<file path="src/rtl/seq_divider.sv">
// Sequential restoring divider: one quotient bit per clock, MSB first.
// Optional macro SEQ_DIVIDER_DBZ_DETECT_EN short-cuts divide-by-zero in one edge and drives dbz.
module seq_divider #(
  parameter int width = 8
) (
  input  logic             clk,
  input  logic             rst,
  input  logic             start,
  input  logic [width-1:0] a,
  input  logic [width-1:0] b,
  output logic [width-1:0] q,
  output logic [width-1:0] r,
  output logic             busy,
  output logic             done,
  output logic             dbz
);

  localparam int CW = $clog2(width + 1);

  typedef enum logic {IDLE, CALC} state_t;

  state_t           state_q, state_d;
  logic [CW-1:0]    cnt_q, cnt_d;
  logic [width-1:0] dividend_q, dividend_d;
  logic [width-1:0] divisor_q, divisor_d;
  logic [width:0]   rem_q, rem_d;
  logic [width-1:0] quo_q, quo_d;
  logic [width-1:0] res_q, res_d;
  logic             done_q, done_d;

  // The dividend register doubles as the quotient collector: bits leave at
  // the top while quotient bits enter at the bottom.
  logic [width+1:0] shifted;
  logic [width:0]   remSub;
  logic             fits;

  assign shifted = {rem_q, dividend_q[width-1]};
  assign fits    = (shifted >= {2'b00, divisor_q});
  assign remSub  = shifted[width:0] - {1'b0, divisor_q};

`ifdef SEQ_DIVIDER_DBZ_DETECT_EN
  logic dbz_q, dbz_d;
`endif

  always_comb begin
    logic [width:0]   remNext;
    logic [width-1:0] dividendNext;
    state_d    = state_q;
    cnt_d      = cnt_q;
    dividend_d = dividend_q;
    divisor_d  = divisor_q;
    rem_d      = rem_q;
    quo_d      = quo_q;
    res_d      = res_q;
    done_d     = 1'b0;
    remNext      = fits ? remSub : shifted[width:0];
    dividendNext = {dividend_q[width-2:0], fits};
`ifdef SEQ_DIVIDER_DBZ_DETECT_EN
    dbz_d = dbz_q;
`endif
    case (state_q)
      IDLE: begin
        if (start) begin
`ifdef SEQ_DIVIDER_DBZ_DETECT_EN
          if (b == '0) begin
            quo_d  = '1;
            res_d  = a;
            dbz_d  = 1'b1;
            done_d = 1'b1;
          end else begin
            dividend_d = a;
            divisor_d  = b;
            rem_d      = '0;
            cnt_d      = CW'(width);
            state_d    = CALC;
          end
`else
          dividend_d = a;
          divisor_d  = b;
          rem_d      = '0;
          cnt_d      = CW'(width);
          state_d    = CALC;
`endif
        end
      end
      CALC: begin
        rem_d      = remNext;
        dividend_d = dividendNext;
        cnt_d      = cnt_q - CW'(1);
        if (cnt_q == CW'(1)) begin
          quo_d   = dividendNext;
          res_d   = remNext[width-1:0];
          done_d  = 1'b1;
          state_d = IDLE;
`ifdef SEQ_DIVIDER_DBZ_DETECT_EN
          dbz_d   = 1'b0;
`endif
        end
      end
      default: state_d = IDLE;
    endcase
  end

  always_ff @(posedge clk or posedge rst) begin
    if (rst) begin
      state_q    <= IDLE;
      cnt_q      <= '0;
      dividend_q <= '0;
      divisor_q  <= '0;
      rem_q      <= '0;
      quo_q      <= '0;
      res_q      <= '0;
      done_q     <= 1'b0;
    end else begin
      state_q    <= state_d;
      cnt_q      <= cnt_d;
      dividend_q <= dividend_d;
      divisor_q  <= divisor_d;
      rem_q      <= rem_d;
      quo_q      <= quo_d;
      res_q      <= res_d;
      done_q     <= done_d;
    end
  end

`ifdef SEQ_DIVIDER_DBZ_DETECT_EN
  always_ff @(posedge clk or posedge rst) begin
    if (rst) dbz_q <= 1'b0;
    else     dbz_q <= dbz_d;
  end
  assign dbz = dbz_q;
`else
  assign dbz = 1'b0;
`endif

  assign q    = quo_q;
  assign r    = res_q;
  assign busy = (state_q == CALC);
  assign done = done_q;

endmodule
</file>
<file path="config.mk">
export PLATFORM = sky130hd
export DESIGN_NAME = seq_divider
export DESIGN_NICKNAME = d
export VERILOG_FILES = /design/src/rtl/seq_divider.sv
export SDC_FILE = /design/constraint.sdc
export NUM_CORES = 1
export LEC_CHECK = 0
export ABC_CLOCK_PERIOD_IN_PS = 2300
export CORE_MARGIN = 3
export CORE_UTILIZATION = 28
export DETAILED_ROUTE_END_ITERATION = 10
export MAX_ROUTING_LAYER = met4
export SYNTH_ARGS = -nofsm -noshare
export SYNTH_HDL_FRONTEND = slang
export SYNTH_SLANG_ARGS = --single-unit
</file>
<file path="constraint.sdc">
create_clock -name clk -period 2.3 [get_ports clk]
set_clock_uncertainty 0.1 [all_clocks]
set_input_delay 0.23 -clock clk [delete_from_list [all_inputs] [get_ports clk]]
set_output_delay 0.23 -clock clk [all_outputs]
set_load 0.02 [all_outputs]
</file>
; After elaboration in Yosys (flattened, before gate mapping)
; Cells that the tools add are included.
[word_totals]
reg_bits = 47
ramBits = 0
inputBits = 19
rom_bits = 0
output_inout_bits = 19
n_memories = 0
wordCells = 28
latch_bits = 0
[op_classes]
bitwise = 1
mul = 0
n_mux = 12
n_eq_ne = 2
n_reduce_logical = 2
n_div = 0
magnitude_cmp = 1
addsub = 2
n_shift = 0
[ops]
columns = cell, n
row1 = $mux 9, 2
row2 = $pmux 9 s2, 1
row3 = $pmux 8 s2, 1
row4 = $ge 10x8->1, 1
row5 = $sub 9x8->9, 1
row6 = $mux 8, 1
row7 = $pmux 4 s2, 1
row8 = $eq 4x1->1 const B, 1
row9 = $mux 1, 4
row10 = $mux 4, 1
row11 = $reduce_and 2->1, 2
row12 = $sub 4x1->4 const B, 1
row13 = $ne 2x2->1 const B, 1
row14 = $pmux 1 s2, 1
row15 = $not 1->1, 1

; Logic depth before layout (Yosys ltp)
[logic_depth]
ltp_word = 3
mapped_depth = 10
ltp_nobuf = 9

; Least setup slack after synthesis
; No wires, ideal clock.
[synth_timing]
kind = reg-to-reg
start = register dividend_q[7]
end = register rem_q[2]
setup_time_ns = 0.137
arrival_time_ns = 2.021
stages_incl_launch_ff = 11
path_slack_ns = 0.043
path_buffers = 1
period_less_slack_ns = 2.257
required_ns = 2.063
path_cell_list = dfrtp_1 -> inv_1 -> ha_1 -> inv_1 -> fa_1 -> a211oi_4 -> o21bai_2 -> a21o_1 -> buf_6 -> mux2i_1 -> mux2i_1
[synth_between]
elab_chain_cells = 3
word_cells_on_any_way = 4
cone_classes = 1 x add/sub / 1 x order compare / 2 x mux
[synth_lines]
columns = item, line
row1 = "start, declared", 24  ; logic [width-1:0] dividend_q, dividend_d;
row2 = "start signal, assigned", 117  ; dividend_q <= dividend_d;
row3 = $sub 9x8->9 or $ge 10x8->1 (tied branches), "39, 38"
row4 = $mux 9 (*), 56  ; remNext = fits ? remSub : shifted[width:0];
row5 = $pmux 9 s2 (*), 61  ; case (state_q)
row6 = "end signal, assigned", 119  ; rem_q <= rem_d;
row7 = "end, declared", 26  ; logic [width:0] rem_q, rem_d;
; Mark *: on every way between the ends. The rest lies on a longest branch, timed or not.
; A chain may end at the register's enable or synchronous reset.

; Worst setup path in the final report
[layout_timing]
start = register rem_q[1]
end = register res_q[7] (netlist: r[7])
[layout_between]
elab_chain_cells = 2
word_cells_on_any_way = 3
cone_classes = 1 x add/sub / 1 x order compare / 1 x mux
[layout_lines]
columns = item, line
row1 = $sub 9x8->9 or $ge 10x8->1 (tied branches), "39, 38"
row2 = $mux 9 (*), 56
row3 = "end signal, assigned", 121  ; res_q <= res_d;
row4 = "end, declared", 28  ; logic [width-1:0] res_q, res_d;
; Marks and branches as above.

==> results.md <==
- The data required time of the critical path is 2.43 ns.
- The fraction of registers with async set or reset after synthesis is 100.0%.
- The post-route antenna net violation count is 0.
- Of the total power, the clock network draws 8.8%.
- Of the total power, the share spent switching nets is 43.60%.
- In this run, synthesis inferred 0 flip-flops with an integrated enable.
- The number of hold violations in the final report is 0.
- The flow ran to the end, and the final reports show no timing, DRC or antenna violations.
- The kind of start point of the critical path is a flip-flop.
- Counting cells, the worst reg-to-reg path comes to 6.
- Prior to clock tree synthesis, the placed netlist has a worst setup slack of -0.1252 ns.
- The setup path with the least slack is of type reg -> reg.
- In the final layout, the multi-input gates occupy 1257 µm².
- The count of synthesis-stage warnings from yosys is 0.
- The share of the clock period used by the worst path after layout is ~97%.
- The residual overflow from global routing is 0.
- The total die area is 10020 µm².
- The worst ir drop on vdd is 0.0005779 V.
- The global-route wire length before repair is 9722 µm.
- A synthesized cell averages 9.758 µm².
- At the pin with the least slew margin, the transition time is 0.7543 ns.
- The synthesized cell area is 2479 µm².
- The total number of nets in the final design is 332.
- In the global route stage, overall resource usage came out at 12.42%.
- After layout, the worst setup slack is ~0.07 ns.
- The setup slack on the worst flop-to-flop path is 0.07 ns.
- The capture instance of the worst register-to-register path is r[7]$_DFFE_PP0P_.
- The first-pass iteration count of the detailed router is 4.
- Row generation in the floorplan step produced 33 rows.
- The number of antenna violations at the first check in global routing was 0.
- For the worst setup path, the data arrival time is about 2.4 ns.
- The count of buffers added on input and output ports is 36.
- For this design the top-level I/O count stands at 38.
- The areal power density over the cells is around 1800 nW/µm².
- The DRC violation count after routing is 0.
- After detailed placement, the total cell area comes to between 3000 and 4000 µm².
- In this run the deepest clock path goes through 2 buffers.
- The average vias per placed instance is 4.703.
- The number of antenna diodes in the final layout is 0.
- The worst setup path startpoint is rem_q[1]$_DFFE_PP0P_.
- The leakage dissipation is approximately 1.5 nW.
- The worst register-to-register path begins at rem_q[1]$_DFFE_PP0P_.
- The routability congestion estimate from global placement is 0.8193.
- The final design utilization is 37.94%.
- The relative area change from synthesis to final layout is 28.92%.
- Leaving out fill and tap cells, the most frequent cell in the layout is nand2_1.
- The count of distinct cell types in the synthesized netlist is 45.
- The number of clock sinks seen by CTS is 47.
- The relative contribution of combinational cells to total power is 63.4%.
- The filler cells instantiated in the layout total 850.
- In this run, CTS created clock tree buffers numbering 5.
- The fraction of final layout cells with drive strength greater than 1 is 15.23%.
- Setup repair after global routing could not meet its margin everywhere.
- Along the worst path, the maximum fanout reaches 4.
- The final non-filler cell area is ~3200 µm².
- In the layout the commonest cells are nand2_1 (48), dfrtp_1 (47), clkdlybuf4s50_1 (36).
- The normalized max-slew margin is 49.59%.
- The clock tree from TritonCTS is built.
- The synthesized flop and latch total is 47.
- CTS placed an instance of clkbuf_8 at the clock tree root.
- In this run the worst setup path terminates at r[7]$_DFFE_PP0P_.
- The die is 100.1 µm wide.
- Internal power comes to between 0.003 and 0.004 W.
- The smallest clock period supported by the final layout is computed as 2.232 ns.
- The synthesized instance count is ~250.
- After legalization and detailed placement, the total HPWL measured 4291 µm.
- Entering global routing, the biggest net connects 23 pins.
- The number of nets in the synthesized netlist is between 200 and 300.
- The endpoint type of the worst setup path is a flip-flop.
- The number of buffers inserted by hold repair at cts is 0.
- The detailed-route via count is 1914.
- The worst min-delay path category is in -> async.
- The final max-slew violation count came to 0.
- The routed wire length is 5800 µm.
- The core region is 8423 µm².
- The area taken by flip-flops and latches is 1176 µm².
- The via count of the first global-routing pass is 1982.
- The sequential-to-total area share from yosys stat is between 40% and 50%.
- The sequential cell fraction of total power is 27.7%.
- The total of max-cap violations is 0.
- Setup violations remaining at the end of the flow were counted as 0.
- The floorplan step set the die height to 100.1 µm.
- Once the floorplan was initialized, standard cells occupied 29.43% of the core.
- The H-tree was split into 2 levels.
- For this run, the leading register cell type out of synthesis is dfrtp_1.
- After clock tree synthesis, the clock-pin slew on the worst setup and hold paths is 0.09 ns.
- After detailed routing, the average wire length per cell comes to 14.25 µm.
- Summed over all nets, the switching power comes to 0.002449 W.
- For the worst-skew pair, the clock arrives at the later sink with an insertion delay of 0.30 ns.
- In this run, the number of DRC markers left after iteration 0 of detailed routing was 96.
- Timing would allow up to around 450 MHz.
[synth_stat cells, types with 2 or more instances]
master    instances  share of area [%]
inv_1            13                2.0
o31ai_1           2               0.61
nand2b_1          9                2.3
or2_2             2               0.50
clkbuf_1          7                1.1
nor2_1           10                1.5
mux2_2            3                1.4
nor2b_1           4                1.0
a21o_1            3               0.91
xor2_1            3                1.1
o21ai_1          10                2.0
o21ai_0          23                4.6
nor3_1            2               0.40
mux2i_1          20                8.1
dfrtp_1          47                 47
o211ai_1          2               0.61
buf_2             3               0.61
nor3b_1           2               0.61
ha_1             10                5.0
nand2_1          48                7.3
a21oi_1           7                1.4
[routing by layer]
metal | vias to the layer above | GRT usage (%) | routed length [µm]
met3 | 6 | 2.641 | 142
met4 | 0 | 3.109 | 59
met2 | 24 | 19.75 | 2840
li1 | 964 | - | -
met5 | - | - | 0
met1 | 920 | 16.25 | 2757
[registers in the layout, summed over array words and instances, names as in the netlist]
name / flops
rem_q: 9
dividend_q: 8
divisor_q: 8
q: 8
r: 8
cnt_q: 4
busy: 1
done: 1
[power groups by stage]
stage / registers [W] / logic [W] / clock network [W]
final: 0.00156 / 0.00356 / 0.000496
after CTS: 0.00156 / 0.00334 / 0.000518
after global placement: 0.00156 / 0.00307 / 0
after floorplan: 0.00163 / 0.00213 / 0
after global routing: 0.00161 / 0.00392 / 0.000551
after detailed placement: 0.00156 / 0.00314 / 0
[metrics by stage]
stage | hold slack [ns] | TNS, ns | std cells | power, W
floorplan | 0.2468 | 0 | 254 | 0.003757
global placement | 0.3603 | 0 | 395 | 0.004624
detailed placement | 0.3623 | -0.7960 | 395 | 0.004705
CTS | 0.1426 | 0 | 406 | 0.005418
global route | 0.1561 | -0.01935 | 407 | 0.006081
finish | 0.1265 | 0 | 407 | 0.005617
[critical path, stage by stage, from the launching register on]
cell and delay (ns):
dfrtp_1 0.45, ha_1 0.41, or2_2 0.15, o211ai_1 0.11, a2111oi_1 0.70, a2111oi_4 0.10
o21ai_1 0.15
[cell families after synthesis]
group                    after synthesis  share of synthesized area (%)
flip-flops                            47                          47.45
buffers and inverters                 26                          4.543
AND/OR/NAND/NOR                       85                          16.61
adder cells (fa/ha/maj)               11                          5.856
multiplexers                          23                          9.439
other                                  1                         0.1513
AO/OA/AOI/OAI                         57                          14.54
XOR/XNOR                               4                          1.414
[worst min path at each step]
stage	cells past startpoint	start	slack (ns)	endpoint
6_report	2	rst	0.13	cnt_q[3]$_DFFE_PP0P_
5_1_grt	2	rst	0.16	cnt_q[3]$_DFFE_PP0P_
4_1_cts	2	rst	0.14	cnt_q[3]$_DFFE_PP0P_
3_5_place_dp	2	q[5]$_DFFE_PP0P_	0.36	q[5]$_DFFE_PP0P_
3_3_place_gp	2	q[1]$_DFFE_PP0P_	0.36	q[1]$_DFFE_PP0P_
2_1_floorplan	2	b[1]	0.25	divisor_q[1]$_DFFE_PP0P_
[area by class of cell]
cell class                 count  area share (%)
multi-input combinational    181           39.35
sequential                    47           36.81
timing repair buffer          54           15.62
tap                          105           4.111
clock buffer                   5           2.153
inverter                      13           1.527
clock inverter                 2          0.4307
[repair_timing]
item	CTS	global route
buffers inserted	4	1
gates resized for setup	8	7
pin swaps	5	4
setup endpoints to repair	14	18
Note: power is estimated with default switching activity, not from simulation.
==> variant: new RTL, config.mk and constraints unchanged <==
Put one more register stage on the output `r`, with the module's reset. The value now appears one clock later. The other outputs are not delayed to match.
--- a/src/rtl/seq_divider.sv
+++ b/src/rtl/seq_divider.sv
@@ -136,3 +136,9 @@
   assign q    = quo_q;
-  assign r    = res_q;
+  always_ff @(posedge clk or posedge rst) begin
+    if (rst) begin
+      r <= '0;
+    end else begin
+      r <= res_q;
+    end
+  end
   assign busy = (state_q == CALC);
Behaviour: not the same (a bounded check fails within 10 cycles, from zero or initial values and one cycle with rst high).
==> variant against the original RTL <==
- the flow now finishes with violations (negative setup slack)
- sequential share of layout area increased by 2.2 points
- final area increased by 10%
- final cell count rose by 4.2%
- die area increased by 6.2%
- core utilization rose by 1.6 points
- wire length is 1.5% lower
- non-clock buffer count increased by 19
- total power rose by 8.0%
- combinational power grew 5%
- sequential cell count rose by 8
- sequential power is 13% higher
- synthesized area is 6.6% higher
- worst setup slack got worse by 0.28 ns
==> variant: results (changes against the original RTL) <==
[outcome]
status = complete, but fails checks
violations = negative setup slack

[synth]
synth_cell_types = 45  ; unchanged
ys_warn_count = 0  ; unchanged
synthTopCellsByArea = dfrtp_1 (52%), mux2i_1 (8.3%), ha_1 (4.7%)
post_synth_fa_ha_maj_area_fraction_pct = 5.50  ; -0.36 points
synth-xor-area-share_pct = 1.33  ; -0.087 points
synth_compound_area_share_pct = 10.8  ; -3.8 points
synth_nets = 277  ; -2.5%
synth_mux_area_share_pct = 13.2  ; +3.7 points
synthTopCellsByCount = dfrtp_1 (55), nand2_1 (29), mux2i_1 (22)
synth-seq-area-share_pct = 52.1  ; +4.7 points
async_flop_share_pct = 100  ; unchanged

[clocking]
clockBufferDepth = 2  ; unchanged
root_buffer = clkbuf_8
cts_made_buffers = 5  ; unchanged
clkLatencyLatePin_ns = 0.31
cts_max_level = 2  ; unchanged
cts.clk_slew.worst_paths_ns = 0.11  ; +0.02 ns

[grt]
grt_usage_pct = 12.1  ; -0.29 points
grt_max_degree = 56  ; +140%
antenna_found_initial = 0  ; unchanged
grt_pass1_wl_um = 9780  ; +0.57%
first_global_vias = 1998  ; +0.81%

[placed_design]
place.gp.congestion = 0.816  ; -0.35%
port_buffers = 36  ; unchanged
post-dp-hpwl_um = 4170  ; -2.9%
placed_area_um2 = 3380  ; +13%

[worst_setup_path]
max_stage_delay_ns = 0.51  ; -0.19 ns
cp_max_fo = 7  ; +3
crit_slowest_cell = or4_4
crit_family = simple AND/OR/NAND/NOR gates
worstPathArrival_ns = 2.65  ; +0.28 ns

[timing]
timing.final.ws_setup_ns = -0.212  ; -0.280 ns
finalSetupViolCount = 18  ; +18
tightest_slew_ns = 0.493  ; -0.261 ns

[routing]
route.met2.wl_um = 2640  ; -6.9%
wl_per_cell_um = 13.5  ; -5.5%
drt_first_pass_iters = 4  ; unchanged
top_layer = met4
drtIter0Drc = 109  ; +14%
met1_length_um = 2850  ; +3.4%
viasPerCell = 4.66  ; -0.85%
met3_length_um = 144  ; +1.4%

[layout]
regMostFlops = rem_q
largest_register_ff_count = 9  ; unchanged
stdcell_area_um2 = 3530  ; +10%
layout.nets = 345  ; +3.9%
fillers = 875  ; +2.9%
drive_above_1_share_pct = 22.2  ; +6.9 points
n_antenna_cell = 0  ; unchanged

[pwr]
leakage_nw = 1.64  ; +12%
peakVddDrop_v = 0.000545  ; -5.6%

[min_path]
hp-class = primary input to asynchronous set/reset pin

==> variant: changes by cell type after synthesis, sizes merged, moves of 3 or more <==
cell / change
mux2: +8
o21ai: -13
a21oi: +5
nand2b: -6
inv: +3
dfrtp: +8
nand2: -19
nor2: +8
==> variant: worst reg2reg max path: cells and delay by family, from the launching register on <==
kind,cells,cell delay (ns)
buf+inv,2,0.11
simple gates,2,0.59
flops,1,0.41
compound gates,1,0.27
mux,2,0.46
fa+ha+maj,2,0.49
==> variant: worst paths after layout <==
| path | start | endpoint | slack [ns] | cells after the start |
|---|---|---|---|---|
| min in group clk | res_q[1] | r[1] | 0.29 | 0 |
| worst max register to register | dividend_q[7] | rem_q[0] | -0.21 | 9 |
| worst max-delay path | dividend_q[7] | rem_q[0] | -0.21 | 9 |
| worst min-delay path | rst | q[5] | 0.18 | 3 |
| worst min register to register | res_q[1] | r[1] | 0.29 | 0 |
| max in group asynchronous | rst | res_q[1] | 1.66 | 3 |
==> variant: cells by family (layout without fill, tap and decap cells) <==
| group | Yosys count | after routing |
|---|---|---|
| xor+xnor | 4 | 4 |
| other cells | 1 | 1 |
| simple gates | 67 | 67 |
| compound gates | 47 | 47 |
| buf+inv | 29 | 98 |
| flops | 55 | 55 |
| mux | 33 | 33 |
| fa+ha+maj | 11 | 11 |
==> variant: report_power, final <==
group          switching, mW  internal, mW
clock                  0.333         0.221
combinational           1.83          1.92
sequential             0.288          1.47
==> variant: what timing repair did <==
item                                    in CTS  in global routing
gates resized for setup                      6                  2
endpoints found under the setup margin      19                 19
setup buffers                                2                  2
pin swaps                                    9                  4
==> variant: stage by stage <==
stage,setup WS (ns),hold WS (ns),TNS (ns),std cells,power (mW)
CTS,-0.301,0.200,-4.21,423,6.08
detailed placement,-0.316,0.265,-4.36,414,5.39
global placement,-0.280,0.263,-3.66,414,5.31
floorplan,-0.264,0.247,-3.61,247,4.02
finish,-0.212,0.180,-2.62,424,6.07
global route,-0.327,0.221,-4.70,424,6.65
==> variant: area by class of cell <==
class	count	share of cell area (%)
Sequential cell	55	39.0
Inverter	17	1.81
Clock inverter	3	0.674
Tap cell	108	3.83
Timing Repair Buffer	73	18.5
Clock buffer	5	1.95
Multi-Input combinational cell	163	34.2
==> variant: per-layer routing <==
layer | vias up | GRT usage [%]
met4 | 0 | 3.09
li1 | 981 | -
met5 | - | -
met2 | 30 | 19.0
met3 | 7 | 2.50
met1 | 959 | 16.1
